[config.mk]
export PLATFORM = sky130hd
export DESIGN_NAME = oam_dma
export DESIGN_NICKNAME = d
export VERILOG_FILES = /design/src/rtl/ppu_pkg.sv /design/src/rtl/oam_dma.sv
export SDC_FILE = /design/constraint.sdc
export NUM_CORES = 1
export LEC_CHECK = 0
export ABC_AREA = 1
export CAP_MARGIN = 5
export CORE_MARGIN = 1.5
export CORE_UTILIZATION = 40
export CTS_BUF_LIST = sky130_fd_sc_hd__clkbuf_4 sky130_fd_sc_hd__clkbuf_8 sky130_fd_sc_hd__clkbuf_16
export DETAILED_ROUTE_END_ITERATION = 10
export PLACE_DENSITY_LB_ADDON = 0.12
export SLEW_MARGIN = 30
export SYNTH_ARGS = -nofsm -noshare
export SYNTH_HDL_FRONTEND = slang
export SYNTH_SLANG_ARGS = --single-unit
[constraint.sdc]
create_clock -name clk -period 2.12 [get_ports clk]
set_input_delay 0.53 -clock clk [delete_from_list [all_inputs] [get_ports clk]]
set_output_delay 0.53 -clock clk [all_outputs]
set_load 0.05 [all_outputs]
[src/rtl/ppu_pkg.sv]
// Shared PPU definitions: OAM DMA state encoding, register address and source-page helpers.
package ppu_pkg;

  typedef enum logic [2:0] {
    DmaIdle,
    DmaDelay,
    DmaReq,
    DmaWr,
    DmaPad
  } dma_state_e;

  localparam int unsigned OAM_BYTES      = 160;
  localparam logic [6:0]  DMA_REG_ADDR   = 7'h46;
  localparam logic [7:0]  ECHO_PAGE_BASE = 8'hE0;

  // Pages E0..FF alias work RAM at C0..DF.
  function automatic logic [7:0] dma_src_page(input logic [7:0] s);
    return (s >= ECHO_PAGE_BASE) ? (s - 8'h20) : s;
  endfunction

endpackage

[src/rtl/oam_dma.sv]
// OAM DMA engine: copies OAM_BYTES bytes from page {P,00} into OAM, one byte per slot of
// M_CYCLE_CLKS clocks, after a one-slot start-up delay.
module oam_dma #(
  parameter int unsigned M_CYCLE_CLKS = 4,
  parameter int unsigned OAM_BYTES    = ppu_pkg::OAM_BYTES
) (
  input  logic        clk,
  input  logic        reset_n,
  input  logic        reg_enable,
  input  logic        reg_write,
  input  logic [7:0]  reg_data_in,
  output logic [7:0]  reg_data_out,
  output logic        bus_req,
  output logic [15:0] bus_addr,
  input  logic        bus_gnt,
  input  logic [7:0]  bus_rdata,
  output logic [7:0]  oam_addr,
  output logic        oam_write,
  output logic [7:0]  oam_wdata,
  output logic        dma_active
);
  import ppu_pkg::*;

  localparam logic [3:0] DelayLast = 4'(M_CYCLE_CLKS - 1);
  // The grant cycle and the WR cycle already consume two clocks of the slot.
  localparam logic [3:0] PadLast   = 4'(M_CYCLE_CLKS - 3);
  localparam logic [7:0] IdxLast   = 8'(OAM_BYTES - 1);

  dma_state_e state_q, state_d;
  logic [7:0] idx_q, idx_d;
  logic [3:0] cnt_q, cnt_d;
  logic [7:0] src_q, src_d;
  logic [7:0] rdout_q, rdout_d;

  logic wr_stb;
  logic rd_stb;

  assign wr_stb = reg_enable & reg_write;
  assign rd_stb = reg_enable & ~reg_write;

  // State, counters and FF46 registers.
  always_ff @(posedge clk or negedge reset_n) begin
    if (!reset_n) begin
      state_q <= DmaIdle;
      idx_q   <= 8'h00;
      cnt_q   <= 4'h0;
      src_q   <= 8'hFF;
      rdout_q <= 8'hFF;
    end else begin
      state_q <= state_d;
      idx_q   <= idx_d;
      cnt_q   <= cnt_d;
      src_q   <= src_d;
      rdout_q <= rdout_d;
    end
  end

  // Next-state and transfer outputs; a register write restarts from any state.
  always_comb begin
    state_d    = state_q;
    idx_d      = idx_q;
    cnt_d      = cnt_q;
    bus_req    = 1'b0;
    oam_write  = 1'b0;
    oam_wdata  = 8'h00;
    dma_active = 1'b0;

    unique case (state_q)
      DmaIdle: begin
      end
      DmaDelay: begin
        dma_active = 1'b1;
        if (cnt_q == DelayLast) begin
          state_d = DmaReq;
          cnt_d   = 4'h0;
        end else begin
          cnt_d = cnt_q + 4'd1;
        end
      end
      DmaReq: begin
        dma_active = 1'b1;
        bus_req    = 1'b1;
        if (bus_gnt) begin
          state_d = DmaWr;
        end
      end
      DmaWr: begin
        dma_active = 1'b1;
        oam_write  = 1'b1;
        oam_wdata  = bus_rdata;
        state_d    = DmaPad;
        cnt_d      = 4'h0;
      end
      DmaPad: begin
        dma_active = 1'b1;
        if (cnt_q == PadLast) begin
          cnt_d = 4'h0;
          if (idx_q == IdxLast) begin
            state_d = DmaIdle;
          end else begin
            idx_d   = idx_q + 8'd1;
            state_d = DmaReq;
          end
        end else begin
          cnt_d = cnt_q + 4'd1;
        end
      end
      default: begin
        state_d = DmaIdle;
      end
    endcase

    // Restart overrides the transition; an in-flight WR still writes this cycle.
    if (wr_stb) begin
      state_d = DmaDelay;
      idx_d   = 8'h00;
      cnt_d   = 4'h0;
    end
  end

  // FF46 write captures the page; a read latches it onto reg_data_out.
  always_comb begin
    src_d   = wr_stb ? reg_data_in : src_q;
    rdout_d = rd_stb ? src_q : rdout_q;
  end

  assign reg_data_out = rdout_q;
  assign bus_addr     = bus_req ? {dma_src_page(src_q), idx_q} : 16'h0000;
  assign oam_addr     = idx_q;

endmodule

==> metrics.txt <==
path depth of the worst reg2reg path 8; PwrDens approximately 1000 mW/mm^2; placed wire-length estimate after detailed placement around 3400 um; number of clock sinks 31; proportion of synthesized chip area in sequential cells a little over two fifths; die span in y ~71 um; proportion of layout cells with a drive suffix above 1 between 30% and 40%; Antenna Nets Post-Route 0; TritonCTS clock tree yes; hold buffer count at CTS 0; worst min path class flip-flop to flip-flop; cell count after synthesis between 200 and 250; combined global-route utilization of all metal layers a little under a fifth; level count of the clock H-tree 2; CTS clk-pin slew, worst paths 0.07 ns; highest net fanout along the worst path 4; number of antenna repair diodes 0; Remaining DRCs 0; number of core rows 24; data required time of the worst path approximately 1.6 ns; data arrival at the endpoint of the critical path about 1.6 ns; clk root buf sky130_fd_sc_hd__clkbuf_8; Total Power Consumption about 3100 uW; type of destination of the critical path primary output; cell total after placement approximately 360; CP Class flip-flop to primary output; detailed router's first-iteration violation count 97; clk_lat worst skew ~0.28 ns; synthesized area per cell 7.50 um^2; Max-Slew Margin vs Limit between 60% and 70%; crit share post-route 101%; setup slack of the most critical reg-to-reg path 0.71 ns; most common cell after layout, fill and taps aside sky130_fd_sc_hd__nand2_1; flip-flop and latch count after synthesis 31; number of pins with negative max-slew slack in the final report 0; most used cells in the layout excluding fill and tap cells sky130_fd_sc_hd__nand2_1, sky130_fd_sc_hd__inv_1, sky130_fd_sc_hd__buf_12; Hold Path Stages 2; R2R Path Start cnt_q[1]; die boundary width 70.7 um; maximum buffer depth of the clock tree 2; clock skew after layout around 0.0051 ns; worst-case hold path end point reg_data_out[4]; post-synthesis instance area 0.00183 mm^2; setup repair after global routing missed its margin yes; Fin. Hold Viols 0; drt pass-1 iters 4; area of the core approximately 0.0044 mm^2; result of the run complete, but fails checks; maximum number of pins on one net before global-route repair 32; boundary pin count 64; number of nets at the end of the flow around 340; worst ir drop on vdd roughly 990 uV; wire length per cell ~12 um; starting density of the core a little over two fifths; number of library cell types mapped by synthesis 28; Yosys warnings 0; RePlAce Congestion about 0.8; total wirelength of the detailed-routed design around 4500 um; highest attainable clock frequency ~0.47 GHz; post-detailed-route via-to-cell ratio between 4 and 5; via count of the first global-routing pass 1761; Port Buf Inserts 63; number of cells in the finished layout apart from fillers ~370; final count of negative-setup-slack endpoints 1; number of antenna violations at the first check in global routing 0; origin of the worst setup path src_q[6]; worst hold start reg_data_out[4]; Critical Path Start Type flip-flop; wire length of the first global-routing pass about 7600 um; GRT Residual Overflow 0; Worst-Margin Slew just under 0.5 ns; total clock buffers created by CTS 5; Die Footprint 0.00499 mm^2; number of maximum-capacitance violations 0; setup ws final -0.0112 ns; r2r endpoint oam_addr[4]; synthesis-to-finish area growth 65.8%; violations in the final reports setup timing; leakage dissipation 0.00141 uW; syn_nets 269; min cycle time layout 2.13 ns; count of vias placed by the detailed router about 1800
-- worst max-delay path by stage --
stage,endpoint,slack (ns)
after global placement,bus_addr[14],0.18
after global routing,bus_addr[14],-0.06
after floorplan,bus_addr[14],-0.10
after detailed placement,bus_addr[14],0.14
final,bus_addr[14],-0.01
after CTS,bus_addr[14],-0.07
-- what timing repair did --
| action | 4_1_cts | 5_1_grt |
|---|---|---|
| pin swaps | 3 | 3 |
| buffers inserted | 1 | 3 |
| endpoints found under the setup margin | 18 | 8 |
| gates resized for setup | 6 | 14 |
-- metrics by stage --
step	setup slack [ns]	TNS, ns	util, %	hold WS (ns)	area (um^2)
floorplan	-0.103	-0.122	-	0.234	1850
global placement	0.176	0	63.8	0.477	2800
detailed placement	0.136	0	63.8	0.490	2800
CTS	-0.0712	-0.0712	67.5	0.500	2960
global route	-0.0650	-0.0650	69.2	0.513	3030
finish	-0.0112	-0.0112	69.2	0.496	3030
-- final cells by class --
cell class                      instances  area, um^2
Clock buffer                            6        76.3
Clock inverter                          2        60.1
Fill cell                             362        1350
Inverter                               42         164
Multi-Input combinational cell        165         927
Sequential cell                        31         796
Tap cell                               52        65.1
Timing Repair Buffer                   73         946
-- cell usage after synthesis --
library cell | number | area share (%)
sky130_fd_sc_hd__a211oi_1 | 1 | 0.41
sky130_fd_sc_hd__a21oi_1 | 7 | 1.9
sky130_fd_sc_hd__a311oi_1 | 2 | 0.96
sky130_fd_sc_hd__buf_2 | 3 | 0.82
sky130_fd_sc_hd__buf_4 | 1 | 0.41
sky130_fd_sc_hd__clkbuf_1 | 2 | 0.41
sky130_fd_sc_hd__clkinv_2 | 1 | 0.27
sky130_fd_sc_hd__dfrtp_1 | 15 | 21
sky130_fd_sc_hd__dfstp_2 | 16 | 23
sky130_fd_sc_hd__ha_1 | 4 | 2.7
sky130_fd_sc_hd__inv_1 | 39 | 8.0
sky130_fd_sc_hd__inv_2 | 2 | 0.41
sky130_fd_sc_hd__nand2_1 | 53 | 11
sky130_fd_sc_hd__nand2_2 | 5 | 1.7
sky130_fd_sc_hd__nand2_4 | 1 | 0.62
sky130_fd_sc_hd__nand3_1 | 17 | 4.6
sky130_fd_sc_hd__nand3_2 | 2 | 1.1
sky130_fd_sc_hd__nand3b_1 | 1 | 0.41
sky130_fd_sc_hd__nand3b_4 | 1 | 1.1
sky130_fd_sc_hd__nand4_1 | 3 | 1.0
sky130_fd_sc_hd__nor2_1 | 33 | 6.8
sky130_fd_sc_hd__nor2_2 | 5 | 1.7
sky130_fd_sc_hd__nor2_4 | 3 | 1.8
sky130_fd_sc_hd__nor2_8 | 1 | 1.1
sky130_fd_sc_hd__nor3_1 | 1 | 0.27
sky130_fd_sc_hd__o21ai_0 | 19 | 5.2
sky130_fd_sc_hd__o21ai_1 | 5 | 1.4
sky130_fd_sc_hd__xor2_1 | 1 | 0.48
-- cell families (layout without fill, tap and decap cells) --
family | count (synthesis) | in the layout | synth area share (%)
xor gates and xnor gates | 1 | 1 | 0.479
and+or+nand+nor | 126 | 126 | 33.2
adders and majority gates | 4 | 4 | 2.73
buffers and inverters | 48 | 123 | 10.3
AOI/OAI and AO/OA | 34 | 34 | 9.84
DFF | 31 | 31 | 43.5
-- where the power goes --
part | internal (uW) | total, uW | switching [uW]
Clock | 483 | 705 | 223
Sequential | 726 | 817 | 91.1
Combinational | 628 | 1600 | 971
-- critical path, stage by stage, from the launching register on --
cell                       delay, ns
sky130_fd_sc_hd__dfstp_2        0.56
sky130_fd_sc_hd__inv_4          0.06
sky130_fd_sc_hd__ha_4           0.24
sky130_fd_sc_hd__a311oi_4       0.29
sky130_fd_sc_hd__buf_12         0.18
-- sequential cells by signal (all words and copies together) (netlist names) --
| name | cells |
|---|---|
| cnt_q | 4 |
| oam_addr | 8 |
| reg_data_out | 8 |
| src_q | 8 |
| state_q | 3 |
-- per-layer routing --
layer | track usage [%] | vias to the layer above | routed length, um
met5 | 0 | - | 0
met4 | 7.55 | 0 | 78
met3 | 4.27 | 7 | 240
met2 | 33.6 | 54 | 2290
met1 | 22.0 | 829 | 1900
li1 | - | 912 | -
(Power assumes the default switching activity.)
